## config.mk

```make
export PLATFORM = sky130hd
export DESIGN_NAME = cp0_exc_unit
export DESIGN_NICKNAME = d
export VERILOG_FILES = /design/src/rtl/cp0_pkg.sv /design/src/rtl/cp0_exc_unit.sv
export SDC_FILE = /design/constraint.sdc
export NUM_CORES = 1
export LEC_CHECK = 0
export CORE_MARGIN = 1.5
export CORE_UTILIZATION = 24
export CTS_CLUSTER_SIZE = 40
export DETAILED_ROUTE_END_ITERATION = 16
export SLEW_MARGIN = 15
export SYNTH_ARGS = -nofsm -noshare
export SYNTH_HDL_FRONTEND = slang
export SYNTH_SLANG_ARGS = --single-unit
```

## constraint.sdc

```tcl
create_clock -name clk -period 3.83 [get_ports clk]
set_clock_uncertainty 0.05 [all_clocks]
set_input_delay 1.149 -clock clk [delete_from_list [all_inputs] [get_ports clk]]
set_output_delay 1.149 -clock clk [all_outputs]
set_load 0.01 [all_outputs]
```

## src/rtl/cp0_pkg.sv

```systemverilog
// Shared CP0 definitions: register indices, SR/Cause field positions and exception codes.
package cp0_pkg;

  localparam logic [4:0] CP0_SR    = 5'd12;
  localparam logic [4:0] CP0_CAUSE = 5'd13;
  localparam logic [4:0] CP0_EPC   = 5'd14;
  localparam logic [4:0] CP0_PRID  = 5'd15;

  localparam int SR_IE    = 0;
  localparam int SR_EXL   = 1;
  localparam int SR_IM_LO = 10;
  localparam int SR_IM_HI = 15;

  localparam int CAUSE_EXC_LO = 2;
  localparam int CAUSE_EXC_HI = 6;
  localparam int CAUSE_IP_LO  = 10;
  localparam int CAUSE_IP_HI  = 15;
  localparam int CAUSE_BD     = 31;

  // Only IM, EXL and IE are implemented in SR.
  localparam logic [31:0] SR_MASK = 32'h0000_FC03;

  localparam logic [4:0] EXC_INT  = 5'd0;
  localparam logic [4:0] EXC_ADEL = 5'd4;
  localparam logic [4:0] EXC_ADES = 5'd5;
  localparam logic [4:0] EXC_RI   = 5'd10;
  localparam logic [4:0] EXC_OV   = 5'd12;

  // Restart address: a delay-slot instruction restarts at its branch.
  function automatic logic [31:0] epc_of(input logic [31:0] pc, input logic bd);
    return (bd ? pc - 32'd4 : pc) & 32'hFFFF_FFFC;
  endfunction

endpackage

```

## src/rtl/cp0_exc_unit.sv

```systemverilog
// Coprocessor-0: interrupt/exception arbitration at M, EPC/Cause capture, mfc0/mtc0/eret.
module cp0_exc_unit
  import cp0_pkg::*;
#(
  parameter logic [31:0] HANDLER_PC = 32'h0000_4180,
  parameter logic [31:0] PRID_VAL   = 32'h2021_0706
) (
  input  logic        clk,
  input  logic        reset,
  input  logic [5:0]  hwint,
  input  logic [31:0] pc_m,
  input  logic        bd_m,
  input  logic [4:0]  exccode_m,
  input  logic        m_valid,
  input  logic [4:0]  cp0_addr,
  input  logic        cp0_we,
  input  logic [31:0] cp0_wdata,
  input  logic        eret_m,
  output logic [31:0] cp0_rdata,
  output logic [31:0] epc_out,
  output logic        req,
  output logic [31:0] handler_pc
);

  logic [31:0] r_sr;
  logic [31:0] r_epc;
  logic        r_bd;
  logic [5:0]  r_ip;
  logic [4:0]  r_exccode;

  logic        w_exl, w_ie;
  logic [5:0]  w_im;
  logic        w_int_req, w_exc_req, w_req;
  logic [31:0] w_sr_wr;

  assign w_exl = r_sr[SR_EXL];
  assign w_ie  = r_sr[SR_IE];
  assign w_im  = r_sr[SR_IM_HI:SR_IM_LO];

  // Interrupts look at live lines and SR only; a bubble in M can still be interrupted.
  assign w_int_req = w_ie & ~w_exl & (|(hwint & w_im));
  assign w_exc_req = ~w_exl & m_valid & (exccode_m != EXC_INT);
  assign w_req     = w_int_req | w_exc_req;

  // eret in the same cycle as an SR write still leaves exception level.
  always_comb begin
    w_sr_wr = cp0_wdata & SR_MASK;
    if (eret_m) w_sr_wr[SR_EXL] = 1'b0;
  end

  always_ff @(posedge clk) begin
    if (reset) begin
      r_sr      <= '0;
      r_epc     <= '0;
      r_bd      <= 1'b0;
      r_ip      <= '0;
      r_exccode <= '0;
    end else begin
      r_ip <= hwint;
      if (w_req) begin
        r_sr[SR_EXL] <= 1'b1;
        r_bd         <= bd_m;
        r_exccode    <= w_int_req ? EXC_INT : exccode_m;
        r_epc        <= epc_of(pc_m, bd_m);
      end else begin
        if (cp0_we && cp0_addr == CP0_SR) r_sr <= w_sr_wr;
        else if (eret_m)                  r_sr[SR_EXL] <= 1'b0;
        if (cp0_we && cp0_addr == CP0_EPC) r_epc <= cp0_wdata & 32'hFFFF_FFFC;
      end
    end
  end

  always_comb begin
    cp0_rdata = '0;
    case (cp0_addr)
      CP0_SR:    cp0_rdata = r_sr;
      CP0_CAUSE: cp0_rdata = {r_bd, 15'b0, r_ip, 3'b0, r_exccode, 2'b00};
      CP0_EPC:   cp0_rdata = r_epc;
      CP0_PRID:  cp0_rdata = PRID_VAL;
      default:   cp0_rdata = '0;
    endcase
  end

  assign epc_out    = r_epc;
  assign req        = w_req;
  assign handler_pc = w_req ? HANDLER_PC : 32'h0;

endmodule

```

# Word-level counts from Yosys, hierarchy flattened
# Cells that the tools add are included.
# word_totals
regBits	50
latch_bits	0
ramBits	0
romBits	0
input_bits	86
word_cells	36
memories	0
# classes
addsub	1
mul	0
n_div	0
magnitude_cmp	0
n_eq_ne	4
shift	0
n_mux	10
bitwise	8
n_reduce_logical	7
# op_table
operator	count
$pmux W32 S4	1
$mux W32	3
$sub A32 B3 Y32 const B	1
$eq A5 B4 Y1 const B	4
$mux W15	1
$and A6 B6 Y6	1
$reduce_or A6 Y1	1
$mux W5	1
$reduce_bool A5 Y1	1
$and A1 B1 Y1	4
$mux W1	4
$reduce_bool A3 Y1	1
$logic_and A1 B1 Y1	2
$not A1 Y1	2
$reduce_and A2 Y1	1
$reduce_bool A2 Y1	1
$or A1 B1 Y1	1

# Longest topological paths before layout
# Gate-level depths: netlist of the first run.
# depth
word_depth	6
depth_mapped	7
mapped_depth_nobuf	6

# Least setup slack after synthesis of the first run
# Ideal clock, no wire load.
# synth_path
path_kind	input to output
start	input hwint[0]
end	output handler_pc[14]
arrival_ns	2.700
t_required_ns	2.631
path_slack_ns	-0.069
stages	6
n_path_buf	2
cell_sequence	a22oi_1 > a311oi_1 > nor2_1 > inv_1 > clkbuf_1 > buf_4
# synth_via
elab_chain_len	5
# synth_lines
item	line_no	source
start: declaration	cp0_exc_unit.sv:10	input logic [5:0] hwint,
$and A6 B6 Y6	cp0_exc_unit.sv:41	assign w_int_req = w_ie & ~w_exl & (|(hwint & w_im));
$reduce_or A6 Y1	cp0_exc_unit.sv:41	
$and A1 B1 Y1	cp0_exc_unit.sv:41	
$or A1 B1 Y1	cp0_exc_unit.sv:43	assign w_req = w_int_req | w_exc_req;
via req	cp0_exc_unit.sv:21	output logic req,
$mux W15	cp0_exc_unit.sv:86	assign handler_pc = w_req ? HANDLER_PC : 32'h0;
end: declaration	cp0_exc_unit.sv:22	output logic [31:0] handler_pc
# The timed path passes the listed nets, and every way through them passes these cells.

# Worst setup path after layout of the first run
# layout_path
start	input exccode_m[3]
end	output handler_pc[7]
# layout_via
elab_chain_len	4
# layout_lines
item	line_no	source
start: declaration	cp0_exc_unit.sv:13	input logic [4:0] exccode_m,
$reduce_bool A5 Y1	cp0_exc_unit.sv:42	assign w_exc_req = ~w_exl & m_valid & (exccode_m != EXC_INT);
$and A1 B1 Y1	cp0_exc_unit.sv:42	
$or A1 B1 Y1	cp0_exc_unit.sv:43	
$mux W15	cp0_exc_unit.sv:86	
# No other way between the ends.

==> key figures, run 1 <==
Critical path
  – Worst path arrival time: 2580 ps
  – Critical Path RT: 2630 ps
  – Critical path type: input port to output port
  – Crit path capture type: output port
  – Critical Path Source Type: input port
  – Slowest stage cell on the critical path: or4_4
  – Delay-heaviest family, CP: simple AND/OR/NAND/NOR gates
  – Worst path max stage delay: 490 ps
  – Cell-by-cell trace of the critical path: dlygate4sd2_1 -> or4_4 -> o21a_4 -> nor2_4 -> inv_2 -> buf_4 -> buf_6
  – CP Buf/Inv Count: 4
  – Max FO, Critical Path: 5

Layout
  – Multi-input gate area: 2270 sq um
  – Sequential Area: 1000 sq um
  – Area Overhead vs Synth: 58.5%
  – # fillers: 1488
  – Util after Layout: 0.386
  – Layout Nets: 687
  – Antenna cells: 0
  – Finished Layout Cells: 785
  – Post-route cell area: 5570 sq um
  – Layout cell share with drive strength beyond 1: 0.150

GRT
  – Vias in the first global route: 3599
  – GRT overflow: 0
  – Initial antenna violation count: 0
  – Overall Global Routing Usage: 0.171
  – Largest net degree at the start of global routing: 54
  – Global-route wire length before repair: 20000 um

Detailed routing
  – Via density: 4.99
  – Final WL: 13700 um
  – DR DRC count: 0
  – Drt first pass iters: 4
  – Initial detailed-routing violation count: 238
  – Post-route ant nets: 0
  – Drt wl/cell: 17.5 um
  – Routed via count: 3916

Min path
  – Hold Path Class: register to register

Yosys
  – Compound-Gate Fraction of Synth Area: 0.228
  – Synth Area in Simple Gates: 0.292
  – Synth Cell Area: 3520 sq um
  – Async S/R FF share, synth: 0
  – Top FF cell, synth: dfxtp_1
  – Flop and latch count out of synthesis: 50
  – Main combinational cell family by area after synthesis: simple AND/OR/NAND/NOR gates
  – Yosys cell types: 44
  – Post-Synth Adder-Cell Area: 0.00356
  – Post-synth EDFFs: 0
  – Seq/Total Area, Yosys: 0.285
  – Syn Area/Cell: 8.08 sq um
  – Mux cell area share after synthesis: 0.0370
  – Synthesized instance count: 435
  – Xor/xnor share of the synthesized area: 0.0324
  – Ys Warns: 0

Floorplan
  – Placeable Area: 14400 sq um
  – Die Area: 15400 sq um
  – Die Width: 124 um
  – Rows: 44
  – Initial core utilization: 0.244
  – Die span in y: 124 um
  – I/O pins: 183

Clock network
  – TritonCTS Sinks: 50
  – Root Driver: clkbuf_16
  – Worst-Skew Late Latency: 290 ps
  – H-tree levels: 2
  – Clk pin slew, worst setup/hold paths: 70 ps
  – Clock Path Buffers: 2
  – CTS Buf Count: 5
  – CTS tree: yes
  – # hold bufs at CTS: 0

Timing
  – Final TNS setup: 0 ps
  – Final Max Tran Viols: 0
  – Hold slack: 409 ps
  – Final Worst Setup Slack: 49.6 ps
  – Final setup vio count: 0
  – Final period util: 0.987
  – Slew headroom: 0.372
  – RSZ-0062 raised after global routing: no
  – Fmax: 0.265 GHz
  – Slew @ Worst Pin: 943 ps
  – Fin crit period: 3780 ps
  – Final Hold Viols: 0

Pwr
  – Leakage power: 2.25 nW
  – Cell area power density: 262 nW/um^2
  – Max VDD drop: 0.165 mV
  – Total power: 1.46 mW

Place
  – Worst slack, placed: -621 ps
  – Final HPWL DP: 10500 um
  – Dpl cells: 768
  – Gpl congestion: 0.829
  – PortBufs: 149
  – Placed cell area: 5300 sq um

Run status
  – Outcome: finished, final reports clean

Job
  – Max_cap viols: 0
[sequential cells by signal, indices dropped and copies added (netlist names)]
register and flops:
r_bd 1, epc_out 30, r_ip 6, r_sr 8, r_exccode 5
[timing repair]
item	CTS	global route
gates resized for setup	71	8
gates cloned	1	0
endpoints found under the setup margin	36	15
setup buffers	6	2
pin swaps	4	4
hold endpoints to repair	0	0
[where the power goes]
group	leakage [nW]	switching [mW]	internal, mW
Sequential	0.413	0.0310	0.557
Clock	0.0729	0.202	0.259
Combinational	1.76	0.186	0.223
Total	2.25	0.419	1.04
[synthesized netlist by cell type, types with 2 or more instances]
library cell	number	area, sq um
buf_4	34	255
or4_1	16	120
or2_2	6	37.5
nand2b_1	15	93.8
nand2_1	16	60.1
buf_1	2	7.51
or4_4	3	33.8
o21ai_0	8	40.0
inv_1	6	22.5
nand3b_1	3	22.5
a211oi_1	14	105
o31ai_1	10	75.1
nand4_1	2	12.5
a311oi_1	17	149
nor3_1	2	10.0
nor2_1	31	116
a22oi_1	10	75.1
nand3_1	3	15.0
nor4_1	9	56.3
dfxtp_1	50	1000
a21oi_1	12	60.1
and3_1	44	275
xnor2_1	11	96.3
or3_2	2	15.0
or3_1	7	43.8
xor2_1	2	17.5
clkbuf_1	35	131
a2111oi_0	29	254
mux2i_1	13	130
nor2b_1	9	56.3
[layer usage]
layer / vias to the layer above / global-route usage / wire length (um) / share of wire
li1: 1938 / - / - / -
met1: 1831 / 0.231 / 6290 / 0.46
met2: 134 / 0.275 / 6390 / 0.47
met3: 13 / 0.0307 / 798 / 0.058
met4: 0 / 0.0554 / 251 / 0.018
met5: - / 0 / 0 / 0
[path summary, 6_finish.rpt]
kind	start	endpoint	slack [ps]	depth (start not counted)
max	exccode_m[3]	handler_pc[7]	50	7
min	r_exccode[1]	r_exccode[1]	410	2
max reg2reg	r_sr[10]	r_sr[0]	1980	6
min reg2reg	r_exccode[1]	r_exccode[1]	410	2
[tightest hold or removal path, stage by stage (launching register included)]
cell and delay [ps]:
dfxtp_1 310, nand2_1 50, a21oi_1 50
[cell families after synthesis]
family,count (synthesis)
buf+inv,78
other cells,1
xor+xnor,13
flops,50
fa+ha+maj,1
simple gates,174
mux,13
compound gates,105
[cell usage in the layout (no fill, tap or decap), drive strengths merged, types with 2 or more instances in the layout]
master	count
dlygate4sd2	27
clkdlybuf4s50	107
nor3	3
xor2	2
a21oi	12
or3	9
o21ai	8
or4	19
nand2b	15
or2	6
conb	31
nor2	31
buf	53
nand3b	3
nand2	16
clkbuf	6
o31ai	10
xnor2	11
clkdlybuf4s15	12
dfxtp	50
nor4	9
nand3	3
and3	44
mux2i	13
a211oi	14
nand4	2
inv	6
nor2b	9
a22oi	10
a311oi	17
a2111oi	29
[area by class of cell]
type                       count  area share
inverter                       6     0.00404
tap                          184      0.0413
clock buffer                   6      0.0249
timing repair buffer         200       0.341
sequential                    50       0.180
multi-input combinational    337       0.407
clock inverter                 2     0.00225
(Power assumes the default switching activity.)
==> run 2, diff against run 1 <==
--- a/config.mk
+++ b/config.mk
@@ -10,4 +10,5 @@
 export CTS_CLUSTER_SIZE = 40
 export DETAILED_ROUTE_END_ITERATION = 16
+export GPL_ROUTABILITY_DRIVEN = 0
 export SLEW_MARGIN = 15
 export SYNTH_ARGS = -nofsm -noshare
==> constraint.sdc (replaced) <==
create_clock -name clk -period 3.83 [get_ports clk]
set_clock_uncertainty 0.05 [all_clocks]
set_input_delay 0.5745 -clock clk [delete_from_list [all_inputs] [get_ports clk]]
set_output_delay 0.5745 -clock clk [all_outputs]
set_load 0.01 [all_outputs]
==> run 2 against run 1 <==
Against the previous run: final area is 6.7% lower; first-iteration DRC count down 15%; sequential share of layout area grew 1.3 points; maximum frequency is 14% higher; count of clock-buffer cells in the layout down 1; critical path depth down 1; clock power decreased by 6.9%.
==> key figures, run 2 (same netlist as run 1, synthesis figures left out) <==
Run status
  – Outcome: finished, final reports clean

Timing
  – Hold slack: 421 ps
  – Final Hold Viols: 0
  – Final period util: 0.867
  – Final setup vio count: 0
  – Final Max Tran Viols: 0
  – Fmax: 0.301 GHz
  – Fin crit period: 3320 ps
  – Final TNS setup: 0 ps
  – Slew headroom: 0.370
  – RSZ-0062 raised after global routing: no
  – Slew @ Worst Pin: 946 ps

Detailed routing
  – Via density: 5.15
  – Drt wl/cell: 17.6 um
  – DR DRC count: 0
  – Final WL: 13200 um
  – Initial detailed-routing violation count: 202
  – Post-route ant nets: 0
  – Drt first pass iters: 5
  – Routed via count: 3844

Min path
  – Hold path startpoint: r_exccode[2]
  – Hold Path Class: register to register

Layout
  – Antenna cells: 0
  – Max reg flops: 30
  – Layout Nets: 649
  – Area Overhead vs Synth: 47.8%
  – Layout cell share with drive strength beyond 1: 0.0658
  – Most frequent cells in the layout: 148 x clkdlybuf4s50_1, 50 x dfxtp_1, 44 x and3_1
  – Commonest non-fill, non-tap cell in the layout: clkdlybuf4s50_1

Critical path
  – Worst path arrival time: 2690 ps
  – Crit path capture type: output port
  – Critical Path Source Type: input port
  – Worst Setup SP: exccode_m[1]
  – Critical path type: input port to output port
  – R2R Path Start: r_sr[11]
  – Max FO, Critical Path: 5
  – Critical Path RT: 3210 ps

Clock network
  – TritonCTS Sinks: 50
  – Setup Buffers After CTS: 0
  – Worst-Skew Late Latency: 280 ps
  – CTS Buf Count: 5
  – Root Driver: clkbuf_16
  – Clk pin slew, worst setup/hold paths: 60 ps
  – H-tree levels: 2
  – CTS tree: yes
  – Clock Path Buffers: 2
  – # hold bufs at CTS: 0
  – Post_cts resized: 0

Pwr
  – Cell area power density: 267 nW/um^2
  – Sw power: 397 uW
  – Share of power burned in registers: 0.423
  – Internal power: 992 uW
  – Clk pwr share: 0.309
  – Leakage power: 1.88 nW
  – Switching part of the total: 0.286
  – Gate power share: 0.268
  – Max VDD drop: 0.137 mV

Floorplan
  – Rows: 44
  – Initial core utilization: 0.244
  – Placeable Area: 14400 sq um
  – Die Width: 124 um
  – Die span in y: 124 um
  – I/O pins: 183
  – Die Area: 15400 sq um

GRT
  – GRT overflow: 0
  – Global-route wire length before repair: 19700 um
  – Overall Global Routing Usage: 0.166
  – Largest net degree at the start of global routing: 54
  – Vias in the first global route: 3663
  – Initial antenna violation count: 0

Place
  – PortBufs: 149
  – Final HPWL DP: 10000 um

Job
  – Max_cap viols: 0
run 2: cell types whose count changed in the layout (fill, tap and decap cells not counted), sizes merged:
cell,previous run,this run
buf,53,14
bufbuf,1,0
clkbuf,6,5
clkdlybuf4s15,12,0
clkdlybuf4s50,107,148
clkinv,1,0
clkinvlp,1,2
dlygate4sd2,27,0
run 2: power by group through the flow:
stage,clock (mW),sequential [mW],combinational [mW]
after floorplan,0,0.601,0.172
after global placement,0,0.598,0.367
after detailed placement,0,0.599,0.371
after CTS,0.439,0.587,0.372
after global routing,0.456,0.592,0.405
final,0.429,0.587,0.373
run 2: cell type report:
cell class | instances | area, sq um
Clock buffer | 5 | 125
Fill cell | 1520 | 9230
Sequential cell | 50 | 1000
Multi-Input combinational cell | 337 | 2220
Inverter | 6 | 22.5
Clock inverter | 2 | 15.0
Tap cell | 184 | 230
Timing Repair Buffer | 162 | 1580
run 2: per-layer routing:
metal / vias up / routed length, um / GRT usage
met5: - / 0 / 0
met1: 1845 / 5970 / 0.219
li1: 1848 / - / -
met4: 0 / 245 / 0.0447
met2: 138 / 6230 / 0.282
met3: 13 / 723 / 0.0243
run 2: worst paths after layout:
kind | endpoint | slack (ps) | cells past startpoint
setup / recovery | handler_pc[7] | 510 | 6
hold / removal | r_exccode[2] | 420 | 2
setup reg to reg | r_sr[11] | 1720 | 5
hold reg to reg | r_exccode[2] | 420 | 2
run 2: per-stage QoR:
| step | worst slack [ps] | power, mW | cells | instance area (sq um) | util |
|---|---|---|---|---|---|
| after floorplan | 1080 | 0.773 | 465 | 3630 | - |
| after global placement | 508 | 0.965 | 739 | 5060 | 0.351 |
| after detailed placement | 515 | 0.970 | 739 | 5060 | 0.351 |
| after CTS | 503 | 1.40 | 746 | 5200 | 0.360 |
| after global routing | 430 | 1.45 | 746 | 5200 | 0.360 |
| final | 511 | 1.39 | 746 | 5200 | 0.360 |
run 2: worst max-delay path, stage by stage:
cell and delay (ps):
clkdlybuf4s50_1 420, or4_1 550, o21a_1 210, nor2_1 250
inv_1 170, clkdlybuf4s50_1 510
==> run 3, diff against run 2 <==
Settings changed: CORE_UTILIZATION 24 to 36, CTS_CLUSTER_DIAMETER set to 40, PLACE_DENSITY set to 0.77.
==> run 3 against run 2 <==
Against the previous run: flip-flop and latch count unchanged; critical path depth unchanged; utilization increased by 18 points; setup slack got worse by 13 ps; global-route usage increased by 5.5 points; maximum frequency decreased by 0.38%; power decreased by 8.0%; wire length decreased by 8.9%; register-to-register slack got worse by 30 ps; sequential power about the same; clock power decreased by 25%; sequential share of layout area increased by 0.44 points; critical endpoint unchanged; highest routed layer unchanged.
==> key figures, run 3 (same netlist as run 1, synthesis figures left out) <==
Run status
  – Outcome: finished, final reports clean

Detailed routing
  – Drt wl/cell: 17.4 um
  – Initial detailed-routing violation count: 248
  – Post-route ant nets: 0
  – Drt first pass iters: 5
  – Routed via count: 3885
  – Via density: 5.62
  – DR DRC count: 0
  – Final WL: 12000 um

Place
  – Final HPWL DP: 9190 um
  – PortBufs: 149

Timing
  – Final TNS setup: 0 ps
  – Final Hold Viols: 0
  – RSZ-0062 raised after global routing: no
  – Fin crit period: 3330 ps
  – Slew @ Worst Pin: 749 ps
  – Final Max Tran Viols: 0
  – Slew headroom: 0.498
  – Hold slack: 417 ps
  – Fmax: 0.300 GHz
  – Final period util: 0.870
  – Final setup vio count: 0

Clock network
  – Setup Buffers After CTS: 0
  – Clk pin slew, worst setup/hold paths: 90 ps
  – Root Driver: clkbuf_8
  – CTS Buf Count: 5
  – Worst-Skew Late Latency: 300 ps
  – H-tree levels: 2
  – Clock Path Buffers: 2
  – # hold bufs at CTS: 0
  – TritonCTS Sinks: 50
  – CTS tree: yes
  – Post_cts resized: 0

Pwr
  – Leakage power: 1.86 nW
  – Internal power: 898 uW
  – Switching part of the total: 0.297
  – Gate power share: 0.288
  – Max VDD drop: 0.167 mV
  – Sw power: 379 uW
  – Clk pwr share: 0.252
  – Share of power burned in registers: 0.460
  – Cell area power density: 251 nW/um^2
  – Total power: 1.28 mW

Layout
  – Multi-input gate area: 2220 sq um
  – Layout Nets: 648
  – Area Overhead vs Synth: 44.5%
  – Sequential Area: 1000 sq um
  – # fillers: 889
  – Antenna cells: 0
  – Commonest non-fill, non-tap cell in the layout: clkdlybuf4s50_1
  – Util after Layout: 0.542
  – Layout cell share with drive strength beyond 1: 0.0641
  – Most frequent cells in the layout: 149 x clkdlybuf4s50_1, 50 x dfxtp_1, 44 x and3_1
  – Max reg flops: 30

Job
  – Max_cap viols: 0

GRT
  – Largest net degree at the start of global routing: 35
  – GRT overflow: 0
  – Overall Global Routing Usage: 0.221
  – Vias in the first global route: 3533
  – Global-route wire length before repair: 18200 um
  – Initial antenna violation count: 0

Floorplan
  – Placeable Area: 9370 sq um
  – I/O pins: 183
  – Die Width: 102 um
  – Die Area: 10400 sq um
  – Rows: 35
  – Die span in y: 102 um
  – Initial core utilization: 0.375

Min path
  – Hold path cells: 2
  – Hold Path Class: register to register

Critical path
  – Worst path arrival time: 2710 ps
  – Crit path capture type: output port
  – Max FO, Critical Path: 5
  – Critical Path RT: 3210 ps
  – Reg2Reg Depth: 5
  – Critical path type: input port to output port
  – Critical Path Source Type: input port
==> run 3: changes by cell type in the layout (fill, tap and decap cells not counted), sizes merged <==
cell,change
buf,-2
clkbuf,+1
clkdlybuf4s50,+1
clkinv,+1
clkinvlp,-1
==> run 3: path summary, 6_finish.rpt <==
| kind | end | startpoint | slack, ps |
|---|---|---|---|
| worst max-delay path | handler_pc[7] | exccode_m[1] | 500 |
| worst min-delay path | r_exccode[0] | r_exccode[0] | 420 |
| worst max register to register | r_sr[10] | r_sr[11] | 1690 |
| worst min register to register | r_exccode[0] | r_exccode[0] | 420 |
==> run 3: final cells by class <==
type                       count  area share
multi-input combinational    337       0.437
tap                          129      0.0318
clock inverter                 2     0.00246
timing repair buffer         161       0.311
sequential                    50       0.197
clock buffer                   6      0.0163
inverter                       6     0.00443
==> run 3: power groups by stage <==
| stage | Clock (mW) | Combinational [mW] | Sequential [mW] |
|---|---|---|---|
| final | 0.322 | 0.368 | 0.588 |
| after global routing | 0.355 | 0.396 | 0.593 |
| after CTS | 0.326 | 0.365 | 0.588 |
| after detailed placement | 0 | 0.364 | 0.600 |
| after global placement | 0 | 0.358 | 0.599 |
| after floorplan | 0 | 0.172 | 0.601 |
==> run 3: through the flow <==
step                cell area [sq um]  setup slack [ps]  std cells
floorplan                        3630              1080        465
global placement                 4990               560        683
detailed placement               4990               530        683
CTS                              5080               515        691
global route                     5080               441        691
finish                           5080               499        691
==> run 3: critical path, cell delays in order <==
cell and delay [ps]:
clkdlybuf4s50_1 430, or4_1 550, o21a_1 210, nor2_1 260, inv_1 160, clkdlybuf4s50_1 510
==> run 3: per-layer routing <==
layer | part of all wire | global-route usage
met3 | 0.069 | 0.0253
met2 | 0.48 | 0.367
met1 | 0.43 | 0.299
met4 | 0.023 | 0.0769
met5 | 0 | 0
